### src/rtl/signed_cnt_pkg.sv
// Shared op-code and signed range helpers for the signed up/down counter.
// Optional macro SIGNED_CNT_SAT_EN selects saturating arithmetic in signed_cnt_addsub.
package signed_cnt_pkg;

    // Encoding matches the {up, dn} pair so decode is a plain cast.
    typedef enum logic [1:0] {
        HOLD = 2'b00,
        DEC  = 2'b01,
        INC  = 2'b10,
        LOAD = 2'b11
    } op_e;

    function automatic op_e decode_op(input logic up, input logic dn);
        return op_e'({up, dn});
    endfunction

    // Largest and smallest two's complement values for a w-bit word (w <= 63).
    function automatic logic signed [63:0] SMAX(input int w);
        return (64'sd1 <<< (w - 1)) - 64'sd1;
    endfunction

    function automatic logic signed [63:0] SMIN(input int w);
        return -(64'sd1 <<< (w - 1));
    endfunction

endpackage

### src/rtl/signed_cnt_addsub.sv
// WIDTH+1-bit signed add/subtract with overflow detect and wrap/saturate select.
// Saturation is built in when SIGNED_CNT_SAT_EN is defined; otherwise results wrap.
module signed_cnt_addsub
    import signed_cnt_pkg::*;
#(
    parameter int WIDTH = 8
) (
    input  logic [WIDTH-1:0] i_x,
    input  logic [WIDTH-1:0] i_y,
    input  logic             i_sub,
    output logic [WIDTH-1:0] o_res,
    output logic             o_ovf
);

    localparam logic signed [63:0] MAX64 = SMAX(WIDTH);
    localparam logic signed [63:0] MIN64 = SMIN(WIDTH);
    localparam logic [WIDTH-1:0]   MAX_W = MAX64[WIDTH-1:0];
    localparam logic [WIDTH-1:0]   MIN_W = MIN64[WIDTH-1:0];

    logic signed [WIDTH:0] w_x_ext;
    logic signed [WIDTH:0] w_y_ext;
    logic signed [WIDTH:0] w_sum;

    assign w_x_ext = {i_x[WIDTH-1], i_x};
    assign w_y_ext = {i_y[WIDTH-1], i_y};
    assign w_sum   = i_sub ? (w_x_ext - w_y_ext) : (w_x_ext + w_y_ext);

    // The extended result is out of range exactly when its top two bits disagree.
    assign o_ovf = w_sum[WIDTH] ^ w_sum[WIDTH-1];

`ifdef SIGNED_CNT_SAT_EN
    assign o_res = !o_ovf        ? w_sum[WIDTH-1:0] :
                   w_sum[WIDTH]  ? MIN_W            : MAX_W;
`else
    logic w_unused_rails;
    assign w_unused_rails = ^{MAX_W, MIN_W};
    assign o_res = w_sum[WIDTH-1:0];
`endif

endmodule

### src/rtl/signed_up_down_counter.sv
// Registered signed up/down counter with signed step and synchronous load (load wins).
// Define SIGNED_CNT_SAT_EN for saturating increment/decrement instead of wrap-around.
module signed_up_down_counter
    import signed_cnt_pkg::*;
#(
    parameter int WIDTH = 8
) (
    input  logic             clk,
    input  logic             rst,
    input  logic [WIDTH-1:0] a,
    input  logic [WIDTH-1:0] b,
    input  logic             up,
    input  logic             dn,
    output logic [WIDTH-1:0] q
);

    op_e              w_op;
    logic [WIDTH-1:0] w_arith;
    logic             w_ovf;
    logic [WIDTH-1:0] w_q_next;
    logic [WIDTH-1:0] r_q;

    assign w_op = decode_op(up, dn);

    signed_cnt_addsub #(
        .WIDTH (WIDTH)
    ) u_addsub (
        .i_x   (r_q),
        .i_y   (b),
        .i_sub (w_op == DEC),
        .o_res (w_arith),
        .o_ovf (w_ovf)
    );

    logic w_unused_ovf;
    assign w_unused_ovf = w_ovf;

    // NOTE: default assigned first so every path drives w_q_next; no latch is inferred.
    always_comb begin
        w_q_next = r_q;
        unique case (w_op)
            INC,
            DEC:  w_q_next = w_arith;
            LOAD: w_q_next = a;
            default: w_q_next = r_q;
        endcase
    end

    // NOTE: state uses non-blocking assignments; reset is asynchronous active-low.
    always_ff @(posedge clk or negedge rst) begin
        if (!rst) begin
            r_q <= '0;
        end else begin
            r_q <= w_q_next;
        end
    end

    assign q = r_q;

endmodule

### config.mk
export PLATFORM = sky130hd
export DESIGN_NAME = signed_up_down_counter
export DESIGN_NICKNAME = d
export VERILOG_FILES = /design/src/rtl/signed_cnt_pkg.sv /design/src/rtl/signed_cnt_addsub.sv /design/src/rtl/signed_up_down_counter.sv
export SDC_FILE = /design/constraint.sdc
export NUM_CORES = 1
export LEC_CHECK = 0
export ABC_AREA = 1
export CORE_MARGIN = 1
export CORE_UTILIZATION = 30
export CTS_CLUSTER_SIZE = 30
export DETAILED_ROUTE_END_ITERATION = 8
export GPL_TIMING_DRIVEN = 1
export PLACE_DENSITY = 0.61
export RECOVER_POWER = 100
export SLEW_MARGIN = 20
export SYNTH_ARGS = -nofsm -noshare
export SYNTH_HDL_FRONTEND = slang
export SYNTH_SLANG_ARGS = --single-unit
### constraint.sdc
create_clock -name clk -period 1.4 [get_ports clk]
set_clock_uncertainty 0.1 [all_clocks]
set_input_delay 0.21 -clock clk [delete_from_list [all_inputs] [get_ports clk]]
set_output_delay 0.21 -clock clk [all_outputs]
set_load 0.01 [all_outputs]
==> impl_results.md <==
- CP Launch Type: input pin
- Vias in the first global route: 1,235
- Post-detailed-route count of antenna-violating nets: 0
- # hold bufs at CTS: 0
- Placed wire-length estimate: approximately 2100 µm
- Synth top cells by count: 41 x nand2_1, 17 x inv_1, 15 x nor2_1
- P_sw: ~0.0013 W
- Drt pass-1 iters: 6
- Clock Pin Slew Worst Setup and Hold Paths: 0.06 ns
- Syn nets: 169
- Area of the core: 2830 µm²
- Starting density of the core: approximately a third
- Yosys Warn Count: 0
- First-pass GRT wire length: approximately 5000 µm
- Cell Count, Final, Fillers Out: about 250
- Worst-path cell with the longest stage delay: ha_4
- Yosys top cell area share: between 20% and 30%
- Synth async-reset ratio: 100%
- Switching power share of the total: 43.1%
- Worst Path Arrival: about 1.9 ns
- Diode count: 0
- Die footprint: 3260 µm²
- Synth top area cells: dfrtp_1 22%, nand2_1 17%, ha_1 11%, inv_1 7.0%, nand3_1 6.6%
- Failing checks: DRC, setup timing
- Gate power share: 79.5%
- Top FF cell, synth: dfrtp_1
- DRT iter0 DRCs: 38
- Avg Inst Size Synth: approximately 6.5 µm²
- Core Rows: 19
- Vias per inst: between 4 and 5
- Chip height: around 57 µm
- Fin util: 63.4%
- Gpl congestion: between 0.8 and 0.9
- Congestion Overflow GR: 0
- CTS tree: yes
- WL final: 3020 µm
- Vias: 1,176
- Finish-stage setup viols: 7
- Mapped Area: 912 µm²
- Fillcell total: between 200 and 300
- Layout cells sized above 1: a little under half
- H-tree depth: 1
- Max Root-Sink Buffers: 2
- PwrDens: 1650 nW/µm²
- Cts bufs inserted: 3
- Crit path kind: in2reg
- Number of clock sinks: 8
- DRC viols: 8
- Largest net degree at the start of global routing: 11
- Hold Fails Final Rpt: 0
- Cell variety after synth: 23
- Required @ worst endpoint: between 1.5 and 2 ns
- Slew margin rel.: between 70% and 80%
- Ports: 28
- Worst slew pin tran: between 0.4 and 0.5 ns
- Placed cell count: roughly 230
- Run status: finished, violations left
- Yosys top cell by area: dfrtp_1
- Clock latency on the worst-skew pair: around 0.27 ns
- Max Cap Violations: 0
- Cells after synthesis: between 100 and 150
- DR WL/cell: 12.3 µm
- Final worst setup slack: -0.410 ns
- Area Overhead vs Synth: 96.6%
- # port buffers: 27
- Flops & latches, synth: 8
- Sequential power share: between 10 and 15%
- Fmax: between 0.5 and 0.6 GHz
- Crit end category: register
- RSZ-0062 raised after global routing: yes
- Total track usage: between 10% and 20%
- Final net count: about 250
- Post-synth EDFFs: 0
- Chip Width: 57.1 µm
- Clk Tree Root Cell: clkbuf_4
- Crit Path Max Fanout: 4
- Largest register FFs: 8
- Tmin final: ~1.8 ns
- Sequential element share of the synthesized area: a little over a fifth
- Crit path cell chain: buf_6, clkinv_4, ha_4, inv_4, buf_4, nand2_4, xor2_2, ha_4, a21oi_4, nand2_2, buf_4, buf_6, a21oi_2, o21ai_2, nand3_1
- Initial antenna violation count: 0
- Slew Limit Fails: 0
- Static Leak: a little under 0.9 nW
- Hold crit path type: in2async
- Final period util: 129%
- Clock network fraction of total power: 6.5%
- Peak VDD IR: roughly 0.94 mV
- Int Pwr: 0.00169 W
- Count leader, synth: nand2_1
- R2r worst-path depth: 12
- Crit-path max cell delay: around 0.24 ns
[path summary, 6_finish.rpt]
check / start / endpoint / slack (ns)
max: b[0] / q[3] / -0.41
min: rst / q[7] / 0.22
max reg2reg: q[0] / q[3] / -0.33
min reg2reg: q[7] / q[7] / 0.42
max in group asynchronous: rst / q[4] / 0.68
min in group clk: up / q[2] / 0.30
[cells in the final DEF, fill, tap and decap left out, types with 5 or more instances in the layout]
master,instances
buf_4,38
clkbuf_4,5
clkdlybuf4s50_1,10
dfrtp_1,8
dlygate4sd2_1,5
ha_4,6
inv_1,11
inv_2,6
nand2_1,30
nand2_2,10
nand2_4,5
nand3_1,10
nor2_1,11
[power groups by stage]
stage | Combinational, W | Sequential (W) | Clock, W
finish | 0.00236 | 0.000415 | 0.000193
global route | 0.00259 | 0.000431 | 0.000212
CTS | 0.00207 | 0.000405 | 0.000201
detailed placement | 0.00179 | 0.000449 | 0
global placement | 0.00176 | 0.000449 | 0
floorplan | 0.000942 | 0.000505 | 0
[through the flow]
stage | hold slack [ns] | instance area [µm²] | setup TNS [ns] | setup slack (ns) | power, W
after floorplan | -0.186 | 998 | -1.68 | -0.400 | 0.00145
after global placement | 0.412 | 1530 | -7.10 | -1.12 | 0.00221
after detailed placement | 0.415 | 1530 | -7.25 | -1.14 | 0.00223
after CTS | 0.153 | 1690 | -2.47 | -0.510 | 0.00268
after global routing | 0.234 | 1790 | -2.77 | -0.524 | 0.00324
final | 0.218 | 1790 | -2.03 | -0.410 | 0.00297
[worst max-delay path, delay by kind of cell]
| kind | cells | cell delay, ns |
|---|---|---|
| adders and majority gates | 2 | 0.39 |
| buffers and inverters | 6 | 0.57 |
| and+or+nand+nor | 3 | 0.20 |
| xor gates and xnor gates | 1 | 0.19 |
| AOI/OAI and AO/OA | 3 | 0.36 |
[cell families (layout without fill, tap and decap cells)]
group	after synthesis	in the layout	share of synthesized area, %
buf+inv	21	95	8.78
fa+ha+maj	9	9	13.2
compound gates	14	14	9.46
simple gates	81	81	39.9
xor+xnor	7	7	6.72
flops	8	8	21.9
[area by class of cell]
type	instances	area (µm²)	area share (%)
clock buffers	3	22.5	1.26
inverters	20	95.1	5.30
multi-input cells	111	843	47.0
flip-flops and latches	8	200	11.2
well taps	31	38.8	2.16
repair buffers	72	593	33.1
[metal layers]
metal / routed length [µm] / global-route usage, % / vias to the layer above
met1: 1330 / 23.3 / 539
met5: 0 / 0 / -
met4: 55 / 9.06 / 0
li1: - / - / 602
met3: 97 / 1.59 / 6
met2: 1540 / 36.1 / 29
[what timing repair did]
action	4_1_cts	5_1_grt
gates cloned	0	0
setup endpoints to repair	16	9
buffers inserted	12	4
pin swaps	23	23
gates resized for setup	41	39
Note: power is estimated with default switching activity, not from simulation.
